**src/rtl/brisc_pkg.sv**
```systemverilog
// Shared core definitions: register-file geometry and the writeback request record.
package brisc_pkg;
  localparam int XLEN       = 32;
  localparam int REG_ADDR_W = 5;
  localparam int NUM_REGS   = 32;

  typedef struct packed {
    logic                  valid;
    logic [REG_ADDR_W-1:0] rd;
    logic [XLEN-1:0]       data;
  } wb_req_t;
endpackage

```
**src/rtl/wb_scoreboard.sv**
```systemverilog
// Pending-write bitmap: set at issue, cleared at commit, looked up for WAW/RAW checks.
module wb_scoreboard
  import brisc_pkg::*;
(
  input  logic                  clk,
  input  logic                  rst,
  input  logic                  issue_valid,
  input  logic [REG_ADDR_W-1:0] issue_rd,
  output logic                  issue_ready,
  input  logic                  commit_valid,
  input  logic [REG_ADDR_W-1:0] commit_rd,
  input  logic [REG_ADDR_W-1:0] rs1_addr,
  input  logic [REG_ADDR_W-1:0] rs2_addr,
  output logic                  rs1_busy,
  output logic                  rs2_busy
);
  // Bit 0 is kept at zero in the register so x0 lookups need no special case.
  logic [NUM_REGS-1:0] pending, set_vec, clr_vec;

  assign issue_ready = (issue_rd == '0) | ~pending[issue_rd];
  assign rs1_busy    = pending[rs1_addr];
  assign rs2_busy    = pending[rs2_addr];

  always_comb begin
    set_vec = '0;
    clr_vec = '0;
    if (issue_valid && issue_ready && issue_rd != '0) set_vec[issue_rd] = 1'b1;
    if (commit_valid && commit_rd != '0)              clr_vec[commit_rd] = 1'b1;
  end

  // Set is ORed after the clear so a same-cycle set on the committing index survives.
  always_ff @(posedge clk or posedge rst) begin
    if (rst) pending <= '0;
    else     pending <= ((pending & ~clr_vec) | set_vec) & ~NUM_REGS'(1);
  end
endmodule

```
**src/rtl/regfile_wb_ctrl.sv**
```systemverilog
// Writeback controller: arbitrates ALU/LSU onto the single register-file write port
// with anti-starvation for the ALU, and tracks outstanding writes for issue.
module regfile_wb_ctrl #(
  parameter int XLEN     = 32,
  parameter int MAX_WAIT = 4
) (
  input  logic                             clk,
  input  logic                             rst,
  input  logic                             alu_valid,
  input  logic [brisc_pkg::REG_ADDR_W-1:0] alu_rd,
  input  logic [XLEN-1:0]                  alu_data,
  output logic                             alu_ready,
  input  logic                             lsu_valid,
  input  logic [brisc_pkg::REG_ADDR_W-1:0] lsu_rd,
  input  logic [XLEN-1:0]                  lsu_data,
  output logic                             lsu_ready,
  input  logic                             issue_valid,
  input  logic [brisc_pkg::REG_ADDR_W-1:0] issue_rd,
  output logic                             issue_ready,
  input  logic [brisc_pkg::REG_ADDR_W-1:0] rs1_addr,
  input  logic [brisc_pkg::REG_ADDR_W-1:0] rs2_addr,
  output logic                             rs1_busy,
  output logic                             rs2_busy,
  output logic                             reg_write,
  output logic [brisc_pkg::REG_ADDR_W-1:0] rd_addr,
  output logic [XLEN-1:0]                  write_data
);
  import brisc_pkg::REG_ADDR_W;

  typedef struct packed {
    logic                  valid;
    logic [REG_ADDR_W-1:0] rd;
    logic [XLEN-1:0]       data;
  } req_t;

  localparam int WCW = 4;

  logic [WCW-1:0] wait_cnt;
  logic           alu_gnt, lsu_gnt;
  req_t           win;

  // LSU has priority unless the ALU has been denied MAX_WAIT cycles in a row.
  assign alu_gnt   = ~rst & alu_valid & ((wait_cnt == WCW'(MAX_WAIT)) | ~lsu_valid);
  assign lsu_gnt   = ~rst & lsu_valid & ~alu_gnt;
  assign alu_ready = alu_gnt;
  assign lsu_ready = lsu_gnt;

  always_comb begin
    win       = '0;
    win.valid = alu_gnt | lsu_gnt;
    win.rd    = alu_gnt ? alu_rd   : lsu_rd;
    win.data  = alu_gnt ? alu_data : lsu_data;
  end

  always_ff @(posedge clk or posedge rst) begin
    if (rst)                          wait_cnt <= '0;
    else if (!alu_valid || alu_gnt)   wait_cnt <= '0;
    else if (wait_cnt != WCW'(MAX_WAIT)) wait_cnt <= wait_cnt + 1'b1;
  end

  // x0 writes are accepted and captured but never strobe the write enable.
  always_ff @(posedge clk or posedge rst) begin
    if (rst) begin
      reg_write  <= 1'b0;
      rd_addr    <= '0;
      write_data <= '0;
    end else begin
      reg_write <= win.valid && (win.rd != '0);
      if (win.valid) begin
        rd_addr    <= win.rd;
        write_data <= win.data;
      end
    end
  end

  wb_scoreboard u_sb (
    .clk          (clk),
    .rst          (rst),
    .issue_valid  (issue_valid),
    .issue_rd     (issue_rd),
    .issue_ready  (issue_ready),
    .commit_valid (reg_write),
    .commit_rd    (rd_addr),
    .rs1_addr     (rs1_addr),
    .rs2_addr     (rs2_addr),
    .rs1_busy     (rs1_busy),
    .rs2_busy     (rs2_busy)
  );
endmodule
```
**config.mk**
```make
export PLATFORM = sky130hd
export DESIGN_NAME = regfile_wb_ctrl
export DESIGN_NICKNAME = d
export VERILOG_FILES = /design/src/rtl/brisc_pkg.sv /design/src/rtl/wb_scoreboard.sv /design/src/rtl/regfile_wb_ctrl.sv
export SDC_FILE = /design/constraint.sdc
export NUM_CORES = 1
export LEC_CHECK = 0
export CORE_MARGIN = 2
export CORE_UTILIZATION = 45
export DETAILED_ROUTE_END_ITERATION = 12
export MAX_ROUTING_LAYER = met4
export PLACE_DENSITY = 0.89
export SLEW_MARGIN = 20
export SYNTH_ARGS = -nofsm -noshare
export SYNTH_HDL_FRONTEND = slang
export SYNTH_SLANG_ARGS = --single-unit
```
**constraint.sdc**
```tcl
create_clock -name clk -period 8.8 [get_ports clk]
set_clock_uncertainty 0.15 [all_clocks]
set_input_delay 1.76 -clock clk [delete_from_list [all_inputs] [get_ports clk]]
set_output_delay 1.76 -clock clk [all_outputs]
set_load 0.02 [all_outputs]
```
Word-level counts from Yosys, hierarchy flattened:

Index checks and enable logic that the tools add are counted.

* register bits: 73
* bits of input ports: 94
* output and inout bits: 43
* logic and storage cells: 57

* $add $sub $neg: 1
* magnitude comparators: 6
* equality and inequality tests: 2
* multiplexer cells: 16
* bitwise logic cells: 14
* reductions and logical operators: 13

Operator list (number)
* 32-bit 2-to-1 mux: 3
* 32-bit AND: 1
* 32-bit inverter: 1
* 32-bit bitwise OR: 1
* 5-bit by 6-bit < comparator with 1-bit output (second input constant): 4
* 1-bit binary-select mux with 5-bit select: 3
* 5-bit nonzero test: 3
* 1-bit demux with 5-bit select: 2
* 5-bit by 1-bit greater-or-equal comparator with 1-bit output (second input constant): 2
* 4-bit 2-to-1 mux: 2
* 1-bit logical AND: 6
* 5-bit logical NOT: 1
* 1-bit 2-to-1 mux: 5
* 5-bit 2-to-1 mux: 1
* 4-bit by 1-bit adder with 4-bit output (second input constant): 1
* 1-bit AND: 4
* 4-bit by 3-bit equality test with 1-bit output (second input constant): 1
* 4-bit by 3-bit inequality test with 1-bit output (second input constant): 1
* 1-bit inverter: 4
* 1-bit bitwise OR: 3
* 2-bit nonzero test: 1
* 1-bit logical NOT: 1
* 1-bit logical OR: 1

Longest topological paths before layout:

Gate-level depths: netlist (run 1).

* word-level depth: 8
* depth in mapped cells: 7
* depth with buffers taken out: 6

Modules after synthesis:

From an unflattened synthesis (run 1), not the netlist that was laid out.

* cell total of the unflattened synthesis: 433
* area, all modules: 4441.8 sq um

Modules (own cells, without submodules)
* wb_scoreboard: times used 1, cells an instance 221, area each 2222.1 sq um, sequential area each 775.7 sq um
* regfile_wb_ctrl: times used 1, cells an instance 212, area each 2219.6 sq um, sequential area each 1051.0 sq um

Worst setup path before layout (run 1):

OpenSTA, ideal clock, no wires.

* kind: input-to-output
* start point: in rst
* end point: out lsu_ready
* arrival time: 4.108 ns
* data required time: 6.890 ns
* slack: 2.782 ns
* cell stages on the path: 3
* path buffers: 1
* path through: inv_1 -> o211a_1 -> buf_1

* word-level cells in the longest chain between the ends: 5
* elaborated cells between the ends (all ways): 6

Ends and longest elaborated chain
* from (decl): line regfile_wb_ctrl.sv:8 `input logic rst,`
* 1-bit inverter *: line regfile_wb_ctrl.sv:43, regfile_wb_ctrl.sv:44
* 1-bit AND (2 in a row): line regfile_wb_ctrl.sv:43 `assign alu_gnt = ~rst & alu_valid & ((wait_cnt == WCW'(MAX_WAIT)) | ~lsu_valid);`
* 1-bit inverter: line regfile_wb_ctrl.sv:44 `assign lsu_gnt = ~rst & lsu_valid & ~alu_gnt;`
* 1-bit AND *: line regfile_wb_ctrl.sv:44
* to (decl): line regfile_wb_ctrl.sv:16 `output logic lsu_ready,`

Every way passes the cells marked *; elsewhere a longest branch is shown, timed or not.

Worst setup path in the final report (run 1):

* start point: in issue_rd[0] (netlist name)
* end point: out issue_ready

* word-level cells in the longest chain between the ends: 4
* elaborated cells between the ends (all ways): 5

Ends and longest elaborated chain
* from (decl): line regfile_wb_ctrl.sv:18 `input logic [brisc_pkg::REG_ADDR_W-1:0] issue_rd,`
* 1-bit binary-select mux with 5-bit select: line wb_scoreboard.sv:20 `assign issue_ready = (issue_rd == '0) | ~pending[issue_rd];`
* 1-bit 2-to-1 mux (implied by the code): line wb_scoreboard.sv:20
* 1-bit inverter: line wb_scoreboard.sv:20
* 1-bit bitwise OR *: line wb_scoreboard.sv:20
* to (decl): line regfile_wb_ctrl.sv:19 `output logic issue_ready,`

Every way passes the cells marked *; elsewhere a longest branch is shown, timed or not. The select of a mux whose other input is x is not followed.

==> impl_metrics.csv, run 1 <==
group,metric,value,unit
outcome,status,"completed",
timing,finalHoldViolCount,0,
floorplan,rows,34,
critical_path,cpLargestDelayFamily,"buffers and inverters",
critical_path,worstSetupPathType,"in -> out",
final_layout,areaGrowthSynthToFinish,39.50,%
synthesis,netlist_area,4068,µm²
pwr,power.leakage,2.268,nW
clock_network,clk_path_buf_depth,2,
timing,min_period,6.653,ns
clock_network,cts-resized-gates,0,
critical_path,worst-r2r-cell-count,7,
pwr,p_per_area,210.5,nW/µm²
min_path,hold_depth,2,
synthesis,async_reset_ff_share,100.0,%
global_routing,antenna_found_initial,0,
min_path,worstHoldEndpoint,"write_data[26]",
routing,ant_nets,0,
floorplan,core,8763,µm²
clock_network,cts_tree,"built",
routing,viasPerCell,6.411,
floorplan,die_h,99.08,µm
clock_network,cts-root-buf,"clkbuf_8",
clock_network,worstSkewPairLatency,0.35,ns
floorplan,die_w,99.08,µm
critical_path,max_stage_delay,0.97,ns
synthesis,syn_area_per_cell,11.02,µm²
pwr,p_int,776.6,µW
pwr,power,1.194,mW
timing,final-setup-viol-count,0,
timing,finalCritPeriodShare,75.60,%
floorplan,pin_count,137,
global_routing,grt_pass1_vias,3856,
critical_path,cpMostUsedCell,"clkdlybuf4s50_1",
timing,worst_pin_slew,0.9444,ns
critical_path,cpMaxStageDelayCell,"clkdlybuf4s50_1",
min_path,worstHoldStart,"write_data[26]",
synthesis,synthesis.nets,465,
placement,post-dp-hpwl,9443,µm
clock_network,cts_hold_buf,0,
critical_path,r2r_slack,6.40,ns
clock_network,clk_pin_slew,0.07,ns
placement,io_buffers,136,
critical_path,crit_chain,"clkdlybuf4s50_1 > mux4_2 > a31o_1 > a2111oi_4 > clkdlybuf4s50_1",
critical_path,crit_buf_inv,2,
routing,wl_per_cell,21.18,µm
pwr,clkPwrFrac,22.0,%
global_routing,grt_max_degree,76,
synthesis,netlist_instances,369,
routing,drtIter0Drc,462,
critical_path,crit_cells,5,
floorplan,dieArea,9816,µm²
pwr,p_sw_share,34.98,%
critical_path,cp.arrival,4.74,ns
min_path,min_path_type,"reg -> reg",
synthesis,synthFlopType,"dfrtp_1",
routing,dr.pass1.iters,7,
synthesis,synth-warning-count,0,
clock_network,post_cts_buffers,0,
critical_path,timing.rr.end,"reg_write",
timing,rsz0062_at_grt,"no",
routing,finalWirelength,12840,µm
timing,relSlewSlack,37.04,%
routing,via_count,3885,
final_layout,drive_gt1_share,10.24,%
global_routing,grt_pass1_wl,20170,µm
global_routing,track_usage,27.48,%
critical_path,worstPathRequired,6.89,ns
pwr,combPwrFrac,34.0,%
critical_path,cp-start-kind,"input pin",
pwr,ir_drop,0.1028,mV
routing,drc,0,
placement,routabilityCongestion,0.9470,
final_layout,fillerInstances,654,
timing,tns,0,ns
floorplan,start_util,46.42,%
synthesis,yosys_register_bits,73,
timing,slew_violations,0,
global_routing,overflow,0,
final_layout,final_cell_mix,"136 x clkdlybuf4s50_1, 73 x dfrtp_1, 36 x inv_1, 35 x o21ai_0, 32 x a222oi_1",
final_layout,final_nets,589,
timing,max_freq,0.1503,GHz
final_layout,n_antenna_cell,0,
flow_run,drv_cap,0,
clock_network,htreeDepth,3,
synthesis,synthDistinctLibCells,49,
critical_path,cp_max_fo,16,
pwr,power.share.sequential,44.0,%
critical_path,cp-end-kind,"output port",
clock_network,cts.sinks,73,
final_layout,final_common_cell,"clkdlybuf4s50_1",
critical_path,r2r_start,"wait_cnt[0]",
clock_network,numCtsBuffers,9,
synthesis,synth_seq_area_share,44.91,%
pwr,p_sw,417.8,µW
synthesis,synth-edff-count,0,
==> how the worst max path moves through the flow <==
stage                            from          end
after detailed placement  issue_rd[0]  issue_ready
after floorplan                   rst    lsu_ready
after CTS                 issue_rd[0]  issue_ready
final                     issue_rd[0]  issue_ready
after global placement    issue_rd[0]  issue_ready
after global routing      issue_rd[0]  issue_ready
==> through the flow <==
step	instance area, µm²	setup WS [ns]	hold slack, ns	utilization [%]	cells
after floorplan	4068	2.782	0.3473	-	369
after global placement	5478	2.167	0.3401	62.51	590
after detailed placement	5478	2.152	0.3503	62.51	590
after CTS	5674	2.152	0.3688	64.75	606
after global routing	5674	2.044	0.3931	64.75	606
final	5674	2.147	0.3632	64.75	606
==> cells by family after synthesis <==
group / count (synthesis) / synth area share (%)
xor+xnor: 2 / 0.4307
fa+ha+maj: 2 / 0.6151
mux: 38 / 14.40
buf+inv: 64 / 6.551
compound gates: 126 / 24.30
simple gates: 64 / 8.797
flops: 73 / 44.91
==> layout make-up <==
| class | count | area [µm²] | area share (%) |
|---|---|---|---|
| Clock inverter | 5 | 55.05 | 0.9702 |
| Multi-Input combinational cell | 232 | 1986 | 34.99 |
| Timing Repair Buffer | 140 | 1391 | 24.52 |
| Sequential cell | 73 | 1827 | 32.19 |
| Tap cell | 108 | 135.1 | 2.381 |
| Clock buffer | 11 | 141.4 | 2.492 |
| Inverter | 37 | 138.9 | 2.448 |
==> synth_stat cells (3+ instances only) <==
library cell | n | share of area (%)
nand2b_1 | 4 | 0.62
buf_2 | 9 | 1.1
dfrtp_1 | 73 | 45
nor2_1 | 11 | 1.0
nand3b_1 | 12 | 2.2
a21oi_1 | 4 | 0.49
o31ai_1 | 29 | 5.4
nor2b_1 | 3 | 0.46
or3b_2 | 4 | 0.86
mux2i_1 | 18 | 4.4
nor3_1 | 3 | 0.37
o41ai_1 | 3 | 0.65
mux4_2 | 16 | 8.9
o21ai_0 | 35 | 4.3
nand3_1 | 6 | 0.74
a222oi_1 | 32 | 7.9
mux2_2 | 4 | 1.1
inv_1 | 37 | 3.4
nand2_1 | 14 | 1.3
clkbuf_1 | 15 | 1.4
==> power groups by stage <==
| stage | combinational (mW) | clock (mW) | sequential (mW) |
|---|---|---|---|
| 6_report | 0.406 | 0.263 | 0.525 |
| 5_1_grt | 0.438 | 0.283 | 0.531 |
| 4_1_cts | 0.406 | 0.269 | 0.517 |
| 3_5_place_dp | 0.405 | 0 | 0.523 |
| 3_3_place_gp | 0.387 | 0 | 0.519 |
| 2_1_floorplan | 0.229 | 0 | 0.506 |
==> routing by layer <==
metal  up-vias  track usage (%)  share of wire, %
met5         -                -                 0
met4         0            10.75               3.1
met3        36            5.957                10
met2       268            44.39                50
met1      1883            33.88                37
li1       1698                -                 -
==> registers in the layout (all words and copies together) (netlist names) <==
register / cells
rd_addr: 5
reg_write: 1
write_data: 32
wait_cnt: 4
u_sb.pending: 31
==> worst reg2reg max path: cells and delay by family, from the launching register on <==
family          cells  cell delay, ns
compound gates      2            0.62
flops               1            0.42
fa+ha+maj           1            0.18
buf+inv             2            0.50
simple gates        2            0.41
No activity file was read; power rests on OpenSTA's default activity.
==> inputs of run 2 (changes only) <==
==> constraint.sdc (replaced) <==
create_clock -name clk -period 6.2 [get_ports clk]
set_clock_uncertainty 0.15 [all_clocks]
set_input_delay 1.24 -clock clk [delete_from_list [all_inputs] [get_ports clk]]
set_output_delay 1.24 -clock clk [all_outputs]
set_load 0.02 [all_outputs]
==> run 2 against run 1 <==
Global-route usage shrank 0.096 points. Sequential cell count is the same. Clock power grew 46%. Sequential share of layout area is essentially flat. Utilization grew 0.071 points. First-iteration DRC count shrank 13%. Setup slack lost 1.3 ns. Non-clock buffer count is the same. Critical path type unchanged. Critical endpoint unchanged. Largest power group unchanged.
==> impl_metrics.csv, run 2 (synthesized netlist as in run 1, its figures left out) <==
group,metric,value,unit
timing,finalCritPeriodShare,87.12,%
placement,post-dp-hpwl,9276,µm
pwr,clkPwrFrac,22.7,%
timing,relSlewSlack,30.31,%
routing,via_count,3834,
global_routing,track_usage,27.39,%
critical_path,worstPathRequired,4.81,ns
clock_network,post_cts_buffers,0,
final_layout,top_register,"write_data",
clock_network,clk_pin_slew,0.08,ns
global_routing,grt_pass1_wl,20200,µm
pwr,ir_drop,0.1787,mV
global_routing,antenna_found_initial,0,
routing,top_layer,"met4",
flow_run,drv_cap,0,
final_layout,final_common_cell,"clkdlybuf4s50_1",
final_layout,final_nets,589,
timing,min_period,5.401,ns
critical_path,cp-start-kind,"input pin",
final_layout,n_antenna_cell,0,
floorplan,die_h,99.08,µm
timing,max_freq,0.1851,GHz
final_layout,fillerInstances,636,
routing,drc,0,
pwr,p_int,1.104,mW
pwr,combPwrFrac,33.8,%
critical_path,cp_max_fo,12,
clock_network,cts_tree,"built",
critical_path,worstSetupPathType,"in -> out",
clock_network,clk_path_buf_depth,2,
outcome,status,"completed",
critical_path,cp.arrival,4.01,ns
timing,final-setup-viol-count,0,
placement,routabilityCongestion,0.8949,
placement,io_buffers,136,
routing,dr_wl_met3,1121,µm
final_layout,stdcell_area,5680,µm²
final_layout,fin_cells,606,
final_layout,drive_gt1_share,10.44,%
routing,ant_nets,0,
pwr,power.leakage,2.275,nW
clock_network,worstSkewPairLatency,0.35,ns
final_layout,top_regs,"write_data: 32 flops, u_sb.pending: 31 flops, rd_addr: 5 flops",
floorplan,die_w,99.08,µm
final_layout,regArea,1827,µm²
clock_network,numCtsBuffers,9,
pwr,power.share.sequential,43.5,%
clock_network,cts-root-buf,"clkbuf_8",
routing,wl_per_cell,21.29,µm
routing,dr_wl_met2,6410,µm
floorplan,core,8763,µm²
routing,finalWirelength,12900,µm
clock_network,cts.sinks,73,
clock_network,cts_hold_buf,0,
floorplan,start_util,46.42,%
placement,dpl.cell_count,590,
routing,wl_met1,4938,µm
floorplan,dieArea,9816,µm²
routing,viasPerCell,6.327,
timing,tns,0,ns
timing,worst_pin_slew,1.045,ns
min_path,min_path_type,"reg -> reg",
floorplan,pin_count,137,
timing,finalHoldViolCount,0,
pwr,p_sw_share,34.87,%
routing,dr.pass1.iters,7,
global_routing,overflow,0,
timing,rsz0062_at_grt,"no",
global_routing,grt_pass1_vias,3917,
pwr,p_sw,591.2,µW
clock_network,cts-resized-gates,0,
final_layout,multiInputGateArea,1986,µm²
pwr,p_per_area,298.5,nW/µm²
final_layout,finish.utilization,64.82,%
global_routing,grt_max_degree,75,
final_layout,final_cell_mix,"136 x clkdlybuf4s50_1, 73 x dfrtp_1, 36 x inv_1, 35 x o21ai_0, 32 x a222oi_1",
placement,place_area,5478,µm²
timing,slew_violations,0,
clock_network,htreeDepth,3,
final_layout,largest_register_ffs,32,
floorplan,rows,34,
routing,drtIter0Drc,404,
critical_path,cp-end-kind,"output port",
final_layout,areaGrowthSynthToFinish,39.65,%
## run 2: cell count changes in the layout (fill, tap and decap cells not counted)
cell,before,now
clkbuf_1,1,0
clkinv_4,0,1
clkinvlp_4,2,1
inv_6,0,1
## run 2: path summary, 6_finish.rpt
| check | cells past startpoint | slack, ns | to | from |
|---|---|---|---|---|
| setup / recovery | 7 | 0.80 | issue_ready | issue_rd[0] |
| hold / removal | 2 | 0.36 | write_data[13] | write_data[13] |
| setup reg to reg | 6 | 3.60 | write_data[2] | wait_cnt[1] |
| hold reg to reg | 2 | 0.36 | write_data[13] | write_data[13] |
| max in group asynchronous | 3 | 3.87 | write_data[27] | rst |
| min in group asynchronous | 3 | 1.44 | u_sb.pending[15] | rst |
## run 2: final cells by class
| cell class | instances | share of cell area (%) |
|---|---|---|
| clock buffer | 10 | 2.423 |
| clock inverter | 6 | 1.145 |
| tap | 108 | 2.379 |
| inverter | 37 | 2.445 |
| multi-input combinational | 232 | 34.96 |
| timing repair buffer | 140 | 24.49 |
| sequential | 73 | 32.16 |
## run 2: power groups by stage
stage,clock network [mW],registers (mW),logic [mW]
after floorplan,0,0.718,0.326
after global placement,0,0.727,0.549
after detailed placement,0,0.736,0.567
after CTS,0.387,0.727,0.572
after global routing,0.406,0.752,0.618
final,0.385,0.737,0.574
## run 2: critical path, stage by stage
cell	delay [ns]
clkdlybuf4s50_1	0.64
buf_4	0.27
mux4_2	0.51
nand2b_1	0.10
o211ai_2	0.27
a2111oi_4	0.31
clkdlybuf4s50_1	0.66
## run 2: metrics by stage
stage	setup slack [ns]	total power, mW	hold WS [ns]
floorplan	1.222	1.044	0.3473
global placement	0.8582	1.275	0.3401
detailed placement	0.8215	1.302	0.3486
CTS	0.8135	1.687	0.3708
global route	0.7259	1.775	0.4001
finish	0.7987	1.696	0.3647
## run 2: layer usage
metal  up-vias  GRT usage, %
met1      1889         32.80
met2       212         44.70
met3        39         6.738
met4         0         10.75
met5         -             -
li1       1694             -
==> inputs of run 3 (changes only) <==
--- a/config.mk
+++ b/config.mk
@@ -8,6 +8,7 @@
 export CORE_MARGIN = 2
 export CORE_UTILIZATION = 45
 export DETAILED_ROUTE_END_ITERATION = 12
+export GPL_ROUTABILITY_DRIVEN = 0
 export MAX_ROUTING_LAYER = met4
 export PLACE_DENSITY = 0.89
 export SLEW_MARGIN = 20
==> run 3 against run 2 <==
Non-clock buffer count unchanged. Fmax increased by 0.70%. Register-to-register slack improved by 0.13 ns. Utilization decreased by 0.086 points. Cell count unchanged. Critical path type unchanged. Sequential power decreased by 0.7%. Sequential cell count unchanged. Global-route usage decreased by 0.76 points. Via count decreased by 1.2%. Highest routed layer unchanged. Clock power decreased by 3%. Largest power group unchanged. Sequential share of layout area about the same.
==> impl_metrics.csv, run 3 (synthesized netlist as in run 1, its figures left out) <==
group,metric,value,unit
outcome,status,"completed",
timing,worst_pin_slew,1.052,ns
pwr,power.leakage,2.264,nW
global_routing,grt_pass1_vias,3934,
timing,final-setup-viol-count,0,
global_routing,overflow,0,
pwr,p_per_area,295.1,nW/µm²
floorplan,pin_count,137,
routing,viasPerCell,6.252,
timing,max_freq,0.1864,GHz
clock_network,worstSkewPairLatency,0.36,ns
final_layout,n_antenna_cell,0,
timing,tns,0,ns
global_routing,antenna_found_initial,0,
timing,min_period,5.364,ns
critical_path,cp-start-kind,"input pin",
routing,via_count,3789,
clock_network,cts.sinks,73,
timing,rsz0062_at_grt,"no",
clock_network,clk_pin_slew,0.08,ns
floorplan,die_h,99.08,µm
clock_network,cts_hold_buf,0,
timing,slew_violations,0,
final_layout,drive_gt1_share,10.44,%
final_layout,final_nets,589,
timing,finalCritPeriodShare,86.51,%
routing,finalWirelength,12350,µm
clock_network,htreeDepth,3,
clock_network,cts_tree,"built",
critical_path,cp.arrival,3.97,ns
floorplan,die_w,99.08,µm
global_routing,grt_max_degree,75,
placement,dpl.cell_count,590,
flow_run,drv_cap,0,
final_layout,areaGrowthSynthToFinish,39.46,%
clock_network,numCtsBuffers,9,
final_layout,top_register,"write_data",
clock_network,cts-resized-gates,0,
floorplan,rows,34,
min_path,min_path_type,"reg -> reg",
critical_path,cpMostUsedCell,"clkdlybuf4s50_1",
timing,finalHoldViolCount,0,
critical_path,cp_max_fo,15,
critical_path,cp-end-kind,"output port",
routing,drtIter0Drc,442,
routing,wl_per_cell,20.38,µm
critical_path,worstSetupPathType,"in -> out",
routing,ant_nets,0,
timing,relSlewSlack,29.89,%
floorplan,start_util,46.42,%
global_routing,track_usage,26.63,%
pwr,ir_drop,0.1801,mV
clock_network,cts-root-buf,"clkbuf_8",
critical_path,cpMaxStageDelayCell,"clkdlybuf4s50_1",
final_layout,largest_register_ffs,32,
global_routing,grt_pass1_wl,19820,µm
final_layout,final_common_cell,"clkdlybuf4s50_1",
timing,hold_slack,0.3664,ns
critical_path,crit_chain,"clkdlybuf4s50_1 > mux2_2 > a32oi_1 > o211ai_2 > a2111oi_4 > clkdlybuf4s50_1",
final_layout,fin_cells,606,
placement,post-place-ws,0.8575,ns
final_layout,top_regs,"write_data: 32 flops, u_sb.pending: 31 flops, rd_addr: 5 flops",
placement,post-dp-hpwl,9284,µm
final_layout,final_cell_mix,"136 x clkdlybuf4s50_1, 73 x dfrtp_1, 36 x inv_1, 35 x o21ai_0, 32 x a222oi_1",
timing,fin_ws,0.8363,ns
critical_path,worstPathRequired,4.81,ns
clock_network,post_cts_buffers,0,
routing,dr.pass1.iters,6,
floorplan,core,8763,µm²
routing,drc,0,
placement,io_buffers,136,
critical_path,r2r_slack,3.73,ns
min_path,worstHoldStart,"write_data[12]",
floorplan,dieArea,9816,µm²
critical_path,max_stage_delay,0.81,ns
critical_path,r2r_start,"wait_cnt[0]",
critical_path,crit_path_start,"issue_rd[4]",
pwr,power,1.674,mW
clock_network,clk_path_buf_depth,2,
[run 3: cell count changes in the layout (fill, tap and decap cells not counted)]
cell        delta
clkinvlp_4     +2
clkbuf_8       -1
inv_6          -1
[run 3: area by class of cell]
type,count,area [µm²]
Fill cell,655,3090
Multi-Input combinational cell,232,1986
Sequential cell,73,1827
Timing Repair Buffer,140,1391
Inverter,37,138.9
Tap cell,108,135.1
Clock buffer,9,123.9
Clock inverter,7,71.32
[run 3: path summary, 6_finish.rpt]
check                              endpoint  cells past startpoint
setup / recovery                issue_ready                      6
hold / removal               write_data[12]                      2
setup reg to reg             write_data[28]                      6
hold reg to reg              write_data[12]                      2
max in group asynchronous  u_sb.pending[22]                      3
min in group asynchronous    write_data[29]                      3
[run 3: critical path, delay by kind of cell]
| family | cells | cell delay [ns] |
|---|---|---|
| buffers and inverters | 2 | 1.48 |
| AOI/OAI and AO/OA | 3 | 0.85 |
| muxes | 1 | 0.40 |
[run 3: routing by layer]
layer / vias to the layer above / global-route usage (%) / share of wire [%]
met5: - / - / 0
met4: 0 / 9.168 / 2.7
met3: 36 / 7.660 / 11
met2: 244 / 43.50 / 49
met1: 1817 / 31.67 / 37
li1: 1692 / - / -
[run 3: power breakdown]
part	internal (mW)	leakage, nW	switching (mW)	total, mW
logic	0.312	1.32	0.258	0.570
clock network	0.185	0.0912	0.187	0.372
registers	0.594	0.848	0.138	0.732
total	1.09	2.26	0.583	1.67
[run 3: stage by stage]
step / instance area [µm²] / utilization [%]
final: 5673 / 64.73
after global routing: 5673 / 64.73
after CTS: 5673 / 64.73
after detailed placement: 5478 / 62.51
after global placement: 5478 / 62.51
after floorplan: 4068 / -
